$ cat config.mk
export PLATFORM = sky130hd
export DESIGN_NAME = bus_rdata_collector
export DESIGN_NICKNAME = d
export VERILOG_FILES = /design/src/rtl/bus_sequencer_pkg.sv /design/src/rtl/rdc_sync_fifo.sv /design/src/rtl/bus_rdata_collector.sv
export SDC_FILE = /design/constraint.sdc
export NUM_CORES = 1
export LEC_CHECK = 0
export CAP_MARGIN = 20
export CORE_AREA = 2 2 166 168
export CTS_BUF_LIST = sky130_fd_sc_hd__clkbuf_4
export DETAILED_ROUTE_END_ITERATION = 7
export DIE_AREA = 0 0 168 170
export GPL_TIMING_DRIVEN = 0
export PLACE_DENSITY = 0.76
export SYNTH_ARGS = -nofsm -noshare
export SYNTH_HDL_FRONTEND = slang
export SYNTH_SLANG_ARGS = --single-unit
$ cat constraint.sdc
create_clock -name clk_i -period 15.6 [get_ports clk_i]
set_input_delay 3.12 -clock clk_i [delete_from_list [all_inputs] [get_ports clk_i]]
set_output_delay 3.12 -clock clk_i [all_outputs]
set_load 0.1 [all_outputs]
$ cat src/rtl/bus_sequencer_pkg.sv
// bus_sequencer_pkg: shared types for the sequencer read-data collector
// (FSM states, FIFO word layout, lane-mask helper).
package bus_sequencer_pkg;

    localparam int RDC_WORD_BYTES = 4;

    typedef enum logic [1:0] {
        IDLE,
        COLLECT,
        FLUSH_STAGE,
        FLUSH_PART
    } rdc_state_e;

    typedef struct packed {
        logic        last;
        logic [3:0]  keep;
        logic [31:0] data;
    } rdc_word_t;

    // Byte-lane mask for a partial word holding n bytes in lanes 0..n-1.
    function automatic logic [3:0] rdc_keep_mask(input logic [1:0] n);
        logic [3:0] mask;
        case (n)
            2'd0:    mask = 4'h0;
            2'd1:    mask = 4'h1;
            2'd2:    mask = 4'h3;
            default: mask = 4'h7;
        endcase
        return mask;
    endfunction

endpackage

$ cat src/rtl/rdc_sync_fifo.sv
// rdc_sync_fifo: single-clock show-ahead FIFO. Pointers carry an extra wrap
// bit so full/empty/level come straight from the pointer difference. The
// head entry is read combinationally (small distributed RAM) and forced to
// zero while empty so the output is defined from reset.
module rdc_sync_fifo #(
    parameter int WIDTH = 37,
    parameter int DEPTH = 8
) (
    input  logic                     clk,
    input  logic                     rst,
    input  logic                     wr_en,
    input  logic [WIDTH-1:0]         wr_data,
    input  logic                     rd_en,
    output logic [WIDTH-1:0]         rd_data,
    output logic                     full,
    output logic                     empty,
    output logic [$clog2(DEPTH):0]   level
);
    localparam int AW = $clog2(DEPTH);

    logic [WIDTH-1:0] mem [DEPTH];
    logic [AW:0]      wr_ptr_reg;
    logic [AW:0]      rd_ptr_reg;
    logic             wr_ok;
    logic             rd_ok;

    assign level = wr_ptr_reg - rd_ptr_reg;
    assign empty = (wr_ptr_reg == rd_ptr_reg);
    assign full  = (level == (AW + 1)'(DEPTH));

    // A write into a full FIFO is still taken when the head leaves this cycle.
    assign rd_ok = rd_en & ~empty;
    assign wr_ok = wr_en & (~full | rd_ok);

    assign rd_data = empty ? '0 : mem[rd_ptr_reg[AW-1:0]];

    // Storage array: no reset, contents become unreachable once pointers clear.
    always_ff @(posedge clk) begin
        if (wr_ok) begin
            mem[wr_ptr_reg[AW-1:0]] <= wr_data;
        end
    end

    // Pointer update; reset empties the FIFO immediately.
    always_ff @(posedge clk or posedge rst) begin
        if (rst) begin
            wr_ptr_reg <= '0;
            rd_ptr_reg <= '0;
        end else begin
            if (wr_ok) begin
                wr_ptr_reg <= wr_ptr_reg + 1'b1;
            end
            if (rd_ok) begin
                rd_ptr_reg <= rd_ptr_reg + 1'b1;
            end
        end
    end

endmodule

$ cat src/rtl/bus_rdata_collector.sv
// bus_rdata_collector: packs the sequencer's read-byte stream little-endian
// into 32-bit words, buffers them in a FIFO and presents them on an
// AXI-Stream-style master port with tlast on the final word of each run.
// A completed word waits in a stage register until either the next byte
// arrives (written with last=0) or the run ends (last decided by whether a
// partial word follows), so there is never more than one FIFO write per cycle.
// Optional feature macro: BUS_RDATA_STATS_EN adds seq_bytes_o.
module bus_rdata_collector
    import bus_sequencer_pkg::*;
#(
    parameter int FIFO_DEPTH = 8
) (
    input  logic                        clk_i,
    input  logic                        rst_i,
    input  logic [7:0]                  bus_data_i,
    input  logic                        bus_data_valid_i,
    input  logic                        seq_start_i,
    input  logic                        seq_ready_i,
    output logic [31:0]                 m_tdata_o,
    output logic [3:0]                  m_tkeep_o,
    output logic                        m_tlast_o,
    output logic                        m_tvalid_o,
    input  logic                        m_tready_i,
    output logic [$clog2(FIFO_DEPTH):0] level_o,
    output logic                        overflow_o
`ifdef BUS_RDATA_STATS_EN
    ,
    output logic [15:0]                 seq_bytes_o
`endif
);
    localparam int WORD_W = $bits(rdc_word_t);

    rdc_state_e  state_reg, state_next;
    logic [1:0]  cnt_reg, cnt_next;
    logic [31:0] lane_reg, lane_next;
    rdc_word_t   stage_reg, stage_next;
    logic        stage_v_reg, stage_v_next;
    logic        pend_reg, pend_next;
    logic        ready_q_reg;
    logic        overflow_reg, overflow_next;

    logic        ready_rise;
    logic        start_collect;
    logic        wr_en;
    rdc_word_t   wr_word;
    rdc_word_t   rd_word;
    logic        rd_en;
    logic        fifo_full;
    logic        fifo_empty;
    logic [31:0] lane_in;

    assign ready_rise = seq_ready_i & ~ready_q_reg;

    // Current partial word with the incoming byte dropped into lane cnt.
    for (genvar gi = 0; gi < RDC_WORD_BYTES; gi++) begin : g_lane
        assign lane_in[8*gi +: 8] = (cnt_reg == 2'(gi)) ? bus_data_i : lane_reg[8*gi +: 8];
    end

    // Next-state logic: packing, stage hand-off, run flush and FIFO write.
    always_comb begin
        state_next    = state_reg;
        cnt_next      = cnt_reg;
        lane_next     = lane_reg;
        stage_next    = stage_reg;
        stage_v_next  = stage_v_reg;
        pend_next     = pend_reg;
        start_collect = 1'b0;
        wr_en         = 1'b0;
        wr_word       = '0;

        case (state_reg)
            IDLE: begin
                if (seq_start_i) begin
                    state_next    = COLLECT;
                    start_collect = 1'b1;
                end
            end
            COLLECT: begin
                if (bus_data_valid_i) begin
                    if (stage_v_reg) begin
                        wr_en        = 1'b1;
                        wr_word      = stage_reg;
                        wr_word.last = 1'b0;
                        stage_v_next = 1'b0;
                    end
                    if (cnt_reg == 2'd3) begin
                        stage_next.last = 1'b0;
                        stage_next.keep = 4'hF;
                        stage_next.data = lane_in;
                        stage_v_next    = 1'b1;
                        lane_next       = '0;
                    end else begin
                        lane_next = lane_in;
                    end
                    cnt_next = cnt_reg + 2'd1;
                end
                if (ready_rise) begin
                    state_next = FLUSH_STAGE;
                end
            end
            FLUSH_STAGE: begin
                if (seq_start_i) begin
                    pend_next = 1'b1;
                end
                if (stage_v_reg) begin
                    wr_en        = 1'b1;
                    wr_word      = stage_reg;
                    wr_word.last = (cnt_reg == 2'd0);
                    stage_v_next = 1'b0;
                end
                state_next = FLUSH_PART;
            end
            FLUSH_PART: begin
                if (cnt_reg != 2'd0) begin
                    wr_en        = 1'b1;
                    wr_word.last = 1'b1;
                    wr_word.keep = rdc_keep_mask(cnt_reg);
                    wr_word.data = lane_reg;
                end
                cnt_next  = '0;
                lane_next = '0;
                if (pend_reg || seq_start_i) begin
                    state_next    = COLLECT;
                    start_collect = 1'b1;
                    pend_next     = 1'b0;
                end else begin
                    state_next = IDLE;
                end
            end
            default: begin
                state_next = IDLE;
            end
        endcase

        if (start_collect) begin
            cnt_next     = '0;
            lane_next    = '0;
            stage_next   = '0;
            stage_v_next = 1'b0;
        end
    end

    // Overflow flag: cleared when a new run starts, set on any dropped word
    // (a drop in the same cycle wins so the loss is never hidden).
    always_comb begin
        overflow_next = overflow_reg;
        if (start_collect) begin
            overflow_next = 1'b0;
        end
        if (wr_en && fifo_full && !rd_en) begin
            overflow_next = 1'b1;
        end
    end

    // State registers; ready history resets high so no false run end.
    always_ff @(posedge clk_i or posedge rst_i) begin
        if (rst_i) begin
            state_reg    <= IDLE;
            cnt_reg      <= '0;
            lane_reg     <= '0;
            stage_reg    <= '0;
            stage_v_reg  <= 1'b0;
            pend_reg     <= 1'b0;
            ready_q_reg  <= 1'b1;
            overflow_reg <= 1'b0;
        end else begin
            state_reg    <= state_next;
            cnt_reg      <= cnt_next;
            lane_reg     <= lane_next;
            stage_reg    <= stage_next;
            stage_v_reg  <= stage_v_next;
            pend_reg     <= pend_next;
            ready_q_reg  <= seq_ready_i;
            overflow_reg <= overflow_next;
        end
    end

    rdc_sync_fifo #(
        .WIDTH (WORD_W),
        .DEPTH (FIFO_DEPTH)
    ) u_fifo (
        .clk     (clk_i),
        .rst     (rst_i),
        .wr_en   (wr_en),
        .wr_data (wr_word),
        .rd_en   (rd_en),
        .rd_data (rd_word),
        .full    (fifo_full),
        .empty   (fifo_empty),
        .level   (level_o)
    );

    assign m_tvalid_o = ~fifo_empty;
    assign rd_en      = m_tvalid_o & m_tready_i;
    assign m_tdata_o  = rd_word.data;
    assign m_tkeep_o  = rd_word.keep;
    assign m_tlast_o  = rd_word.last;
    assign overflow_o = overflow_reg;

`ifdef BUS_RDATA_STATS_EN
    logic [15:0] byte_cnt_reg, byte_cnt_next;
    logic [15:0] seq_bytes_reg;

    // Saturating count of bytes accepted in the current run.
    always_comb begin
        byte_cnt_next = byte_cnt_reg;
        if (start_collect) begin
            byte_cnt_next = '0;
        end else if (state_reg == COLLECT && bus_data_valid_i && byte_cnt_reg != 16'hFFFF) begin
            byte_cnt_next = byte_cnt_reg + 16'd1;
        end
    end

    // Run byte count latched as the run ends, including a byte on the edge cycle.
    always_ff @(posedge clk_i or posedge rst_i) begin
        if (rst_i) begin
            byte_cnt_reg  <= '0;
            seq_bytes_reg <= '0;
        end else begin
            byte_cnt_reg <= byte_cnt_next;
            if (state_reg == COLLECT && state_next == FLUSH_STAGE) begin
                seq_bytes_reg <= byte_cnt_next;
            end
        end
    end

    assign seq_bytes_o = seq_bytes_reg;
`endif

endmodule

==> flow_summary_export.csv <==
group,metric,value,unit
outcome,status,"finished clean",
route,drtPass1Iterations,5,
route,antenna_left,0,
floorplanning,core-area,0.0267,mm²
sta,grt_setup_unrepaired,"no",
sta,finalHoldViolations,0,
clocking,cts_root_buf,"clkbuf_4",
clocking,clk_pin_slew,0.06,ns
final_layout,drive_gt1_share,24.2,%
route,drt-initial-drc-count,842,
critical_path,start_kind,"flop",
route,route.detailed.drc,0,
synth,synth_edf_count,296,
critical_path,reg2reg_slack,11.30,ns
global_routing,grt_overflow,0,
synth,async_reset_ff_share,21.5,%
global_routing,grt_pass1_wl,51.6,mm
clocking,cts_setup_buffers,0,
route,vias_per_cell,5.95,
route,vias,8936,
clocking,cts_resized,0,
min_path,min_path_cells,1,
synth,synth_cell_types,41,
synth,synth_ff_type,"edfxtp_1",
floorplanning,start_util,57.4,%
floorplanning,die_height,170,µm
clocking,cts_tree,"yes",
sta,tightestPinTransition,0.987,ns
clocking,cts_sinks,377,
clocking,worst_skew_pair.late_latency,0.70,ns
synth,syn-num-nets,941,
route,drt_wl_total,33.5,mm
final_layout,largest_register_ffs,296,
placed_design,portBuffers,56,
placed_design,dpl.hpwl,22.3,mm
sta,period_needed,8.38,ns
clocking,hold_buffers,0,
sta,slew_viol_final,0,
sta,period_share,53.7,%
clocking,cts_made_buffers,90,
floorplanning,pin_count,57,
critical_path,cp-end-kind,"output pin",
final_layout,syn_to_final_growth,16.7,%
global_routing,grt_pass1_vias,9126,
sta,slew_headroom,34.0,%
final_layout,num-fill-cells,1807,
synth,syn-instance-count,912,
critical_path,crit_arrival,5.26,ns
synth,yosys-top-cells-area,"edfxtp_1, dfrtp_1, mux4_2, a22o_1, nand2_1",
clocking,cts_buffer_depth,3,
synth,yosysWarnings,0,
floorplanning,num_rows,60,
synth,yosysMostFrequentCell,"edfxtp_1",
critical_path,crit_type,"flop to output pin",
final_layout,seqCellArea,0.0109,mm²
sta,setup-violations-final,0,
sta,finalSetupTns,0,ns
global_routing,grt_max_degree,42,
floorplanning,dieWidth,168,µm
run,maxCapViolations,0,
placed_design,gp_congestion,0.831,
final_layout,multi_input_area,0.00410,mm²
global_routing,grt_usage,24.3,%
clocking,cts_max_level,3,
synth,yosys.area.top_type_share,58.1,%
synth,synth.top_cells.by_count,"edfxtp_1, nand2_1, dfrtp_1",
synth,netlist_area,0.0153,mm²
synth,ys_seq_elements,377,
critical_path,crit_fanout,10,
critical_path,rr_startpoint,"u_fifo.rd_ptr_reg[1]",
floorplanning,die_area,0.0286,mm²
min_path,hp-start,"u_fifo.rd_ptr_reg[3]",
route,wl_per_cell,22.3,µm
final_layout,layout.nets,1116,
critical_path,r2r_end,"u_fifo.mem[6][10]",
sta,fin_worst_skew,0.0393,ns
min_path,min_to,"u_fifo.rd_ptr_reg[3]",
synth,synth_area_leader_cell,"edfxtp_1",
critical_path,worstPathRequired,12.48,ns
sta,fmax,119,MHz
synth,synth.avg_cell_area,16.8,µm²
min_path,hp-class,"flop to flop",
global_routing,antenna_found_initial,1,
critical_path,reg2reg_depth,12,
synth,synth-seq-area-share,71.4,%
-- layer usage --
layer	vias to the layer above	GRT usage [%]	wire, µm
li1	3955	-	-
met1	4528	32.4	13200
met2	405	40.5	16800
met3	48	4.95	2890
met4	0	8.43	637
met5	-	0	0
-- cells by family after synthesis --
kind of cell | Yosys count | synth area share [%]
and+or+nand+nor | 184 | 5.20
muxes | 99 | 12.5
AOI/OAI and AO/OA | 155 | 7.09
xor gates and xnor gates | 8 | 0.458
DFF | 377 | 71.4
buffers and inverters | 74 | 2.05
adders and majority gates | 15 | 1.28
-- layout make-up --
class / instances / area share, %
Sequential cell: 377 / 61.1
Clock buffer: 136 / 5.72
Inverter: 17 / 0.371
Timing Repair Buffer: 83 / 5.07
Buffer: 57 / 1.40
Multi-Input combinational cell: 461 / 23.0
Tap cell: 341 / 2.39
Antenna cell: 1 / 0.0140
Clock inverter: 28 / 0.918
-- worst max-delay path by stage --
stage                         start           endpoint  slack (ns)  depth (start not counted)
2_1_floorplan      bus_data_valid_i   u_fifo.mem[6][0]        8.56                          5
3_3_place_gp       bus_data_valid_i  u_fifo.mem[4][12]        5.10                          6
3_5_place_dp   u_fifo.rd_ptr_reg[1]       m_tdata_o[7]        7.93                         11
4_1_cts        u_fifo.rd_ptr_reg[1]       m_tdata_o[7]        7.19                         11
5_1_grt        u_fifo.rd_ptr_reg[1]       m_tdata_o[7]        7.00                         11
6_report       u_fifo.rd_ptr_reg[1]       m_tdata_o[7]        7.22                         11
-- per-stage QoR --
step / std cells / worst slack, ns / utilization [%] / area (µm²) / hold WS [ns]
6_report: 1501 / 7.22 / 67.0 / 17900 / 0.488
5_1_grt: 1501 / 7.00 / 67.0 / 17900 / 0.511
4_1_cts: 1500 / 7.19 / 67.0 / 17900 / 0.492
3_5_place_dp: 1336 / 7.93 / 62.5 / 16700 / 0.474
3_3_place_gp: 1309 / 5.10 / 61.1 / 16300 / 0.453
2_1_floorplan: 912 / 8.56 / - / 15300 / 0.433
-- worst max-delay path: stages (launching register included) --
cell             delay [ns]
dfrtp_1                0.41
buf_2                  0.23
buf_2                  0.32
buf_1                  0.53
inv_1                  0.12
ha_1                   0.34
nand3_1                0.10
nor2_1                 0.17
clkbuf_1               0.51
clkbuf_1               0.62
a21oi_1                0.19
clkdlybuf4s50_1        1.02
-- layout by cell type, fill, tap and decap left out, types with 3 or more instances in the layout --
master and instances:
inv_1 15, ha_1 14, dfrtp_1 80, nor3_2 4, mux4_2 74, clkbuf_4 136, nand2_1 103, clkbuf_1 29
a211oi_1 24, edfxtp_1 296, buf_6 18, buf_4 5, inv_2 3, xnor2_1 6, o21ai_0 11, clkdlybuf4s50_1 56
buf_1 7, buf_2 17, and2_1 12, mux2i_1 24, nand2b_1 4, a22o_1 56, nand3_1 9, nor2_1 38
buf_12 3, a21oi_1 56, buf_8 5, clkinv_1 21
Power is not shown: default switching activity piles up to over one toggle a cycle in this logic, so the estimate is an artifact.
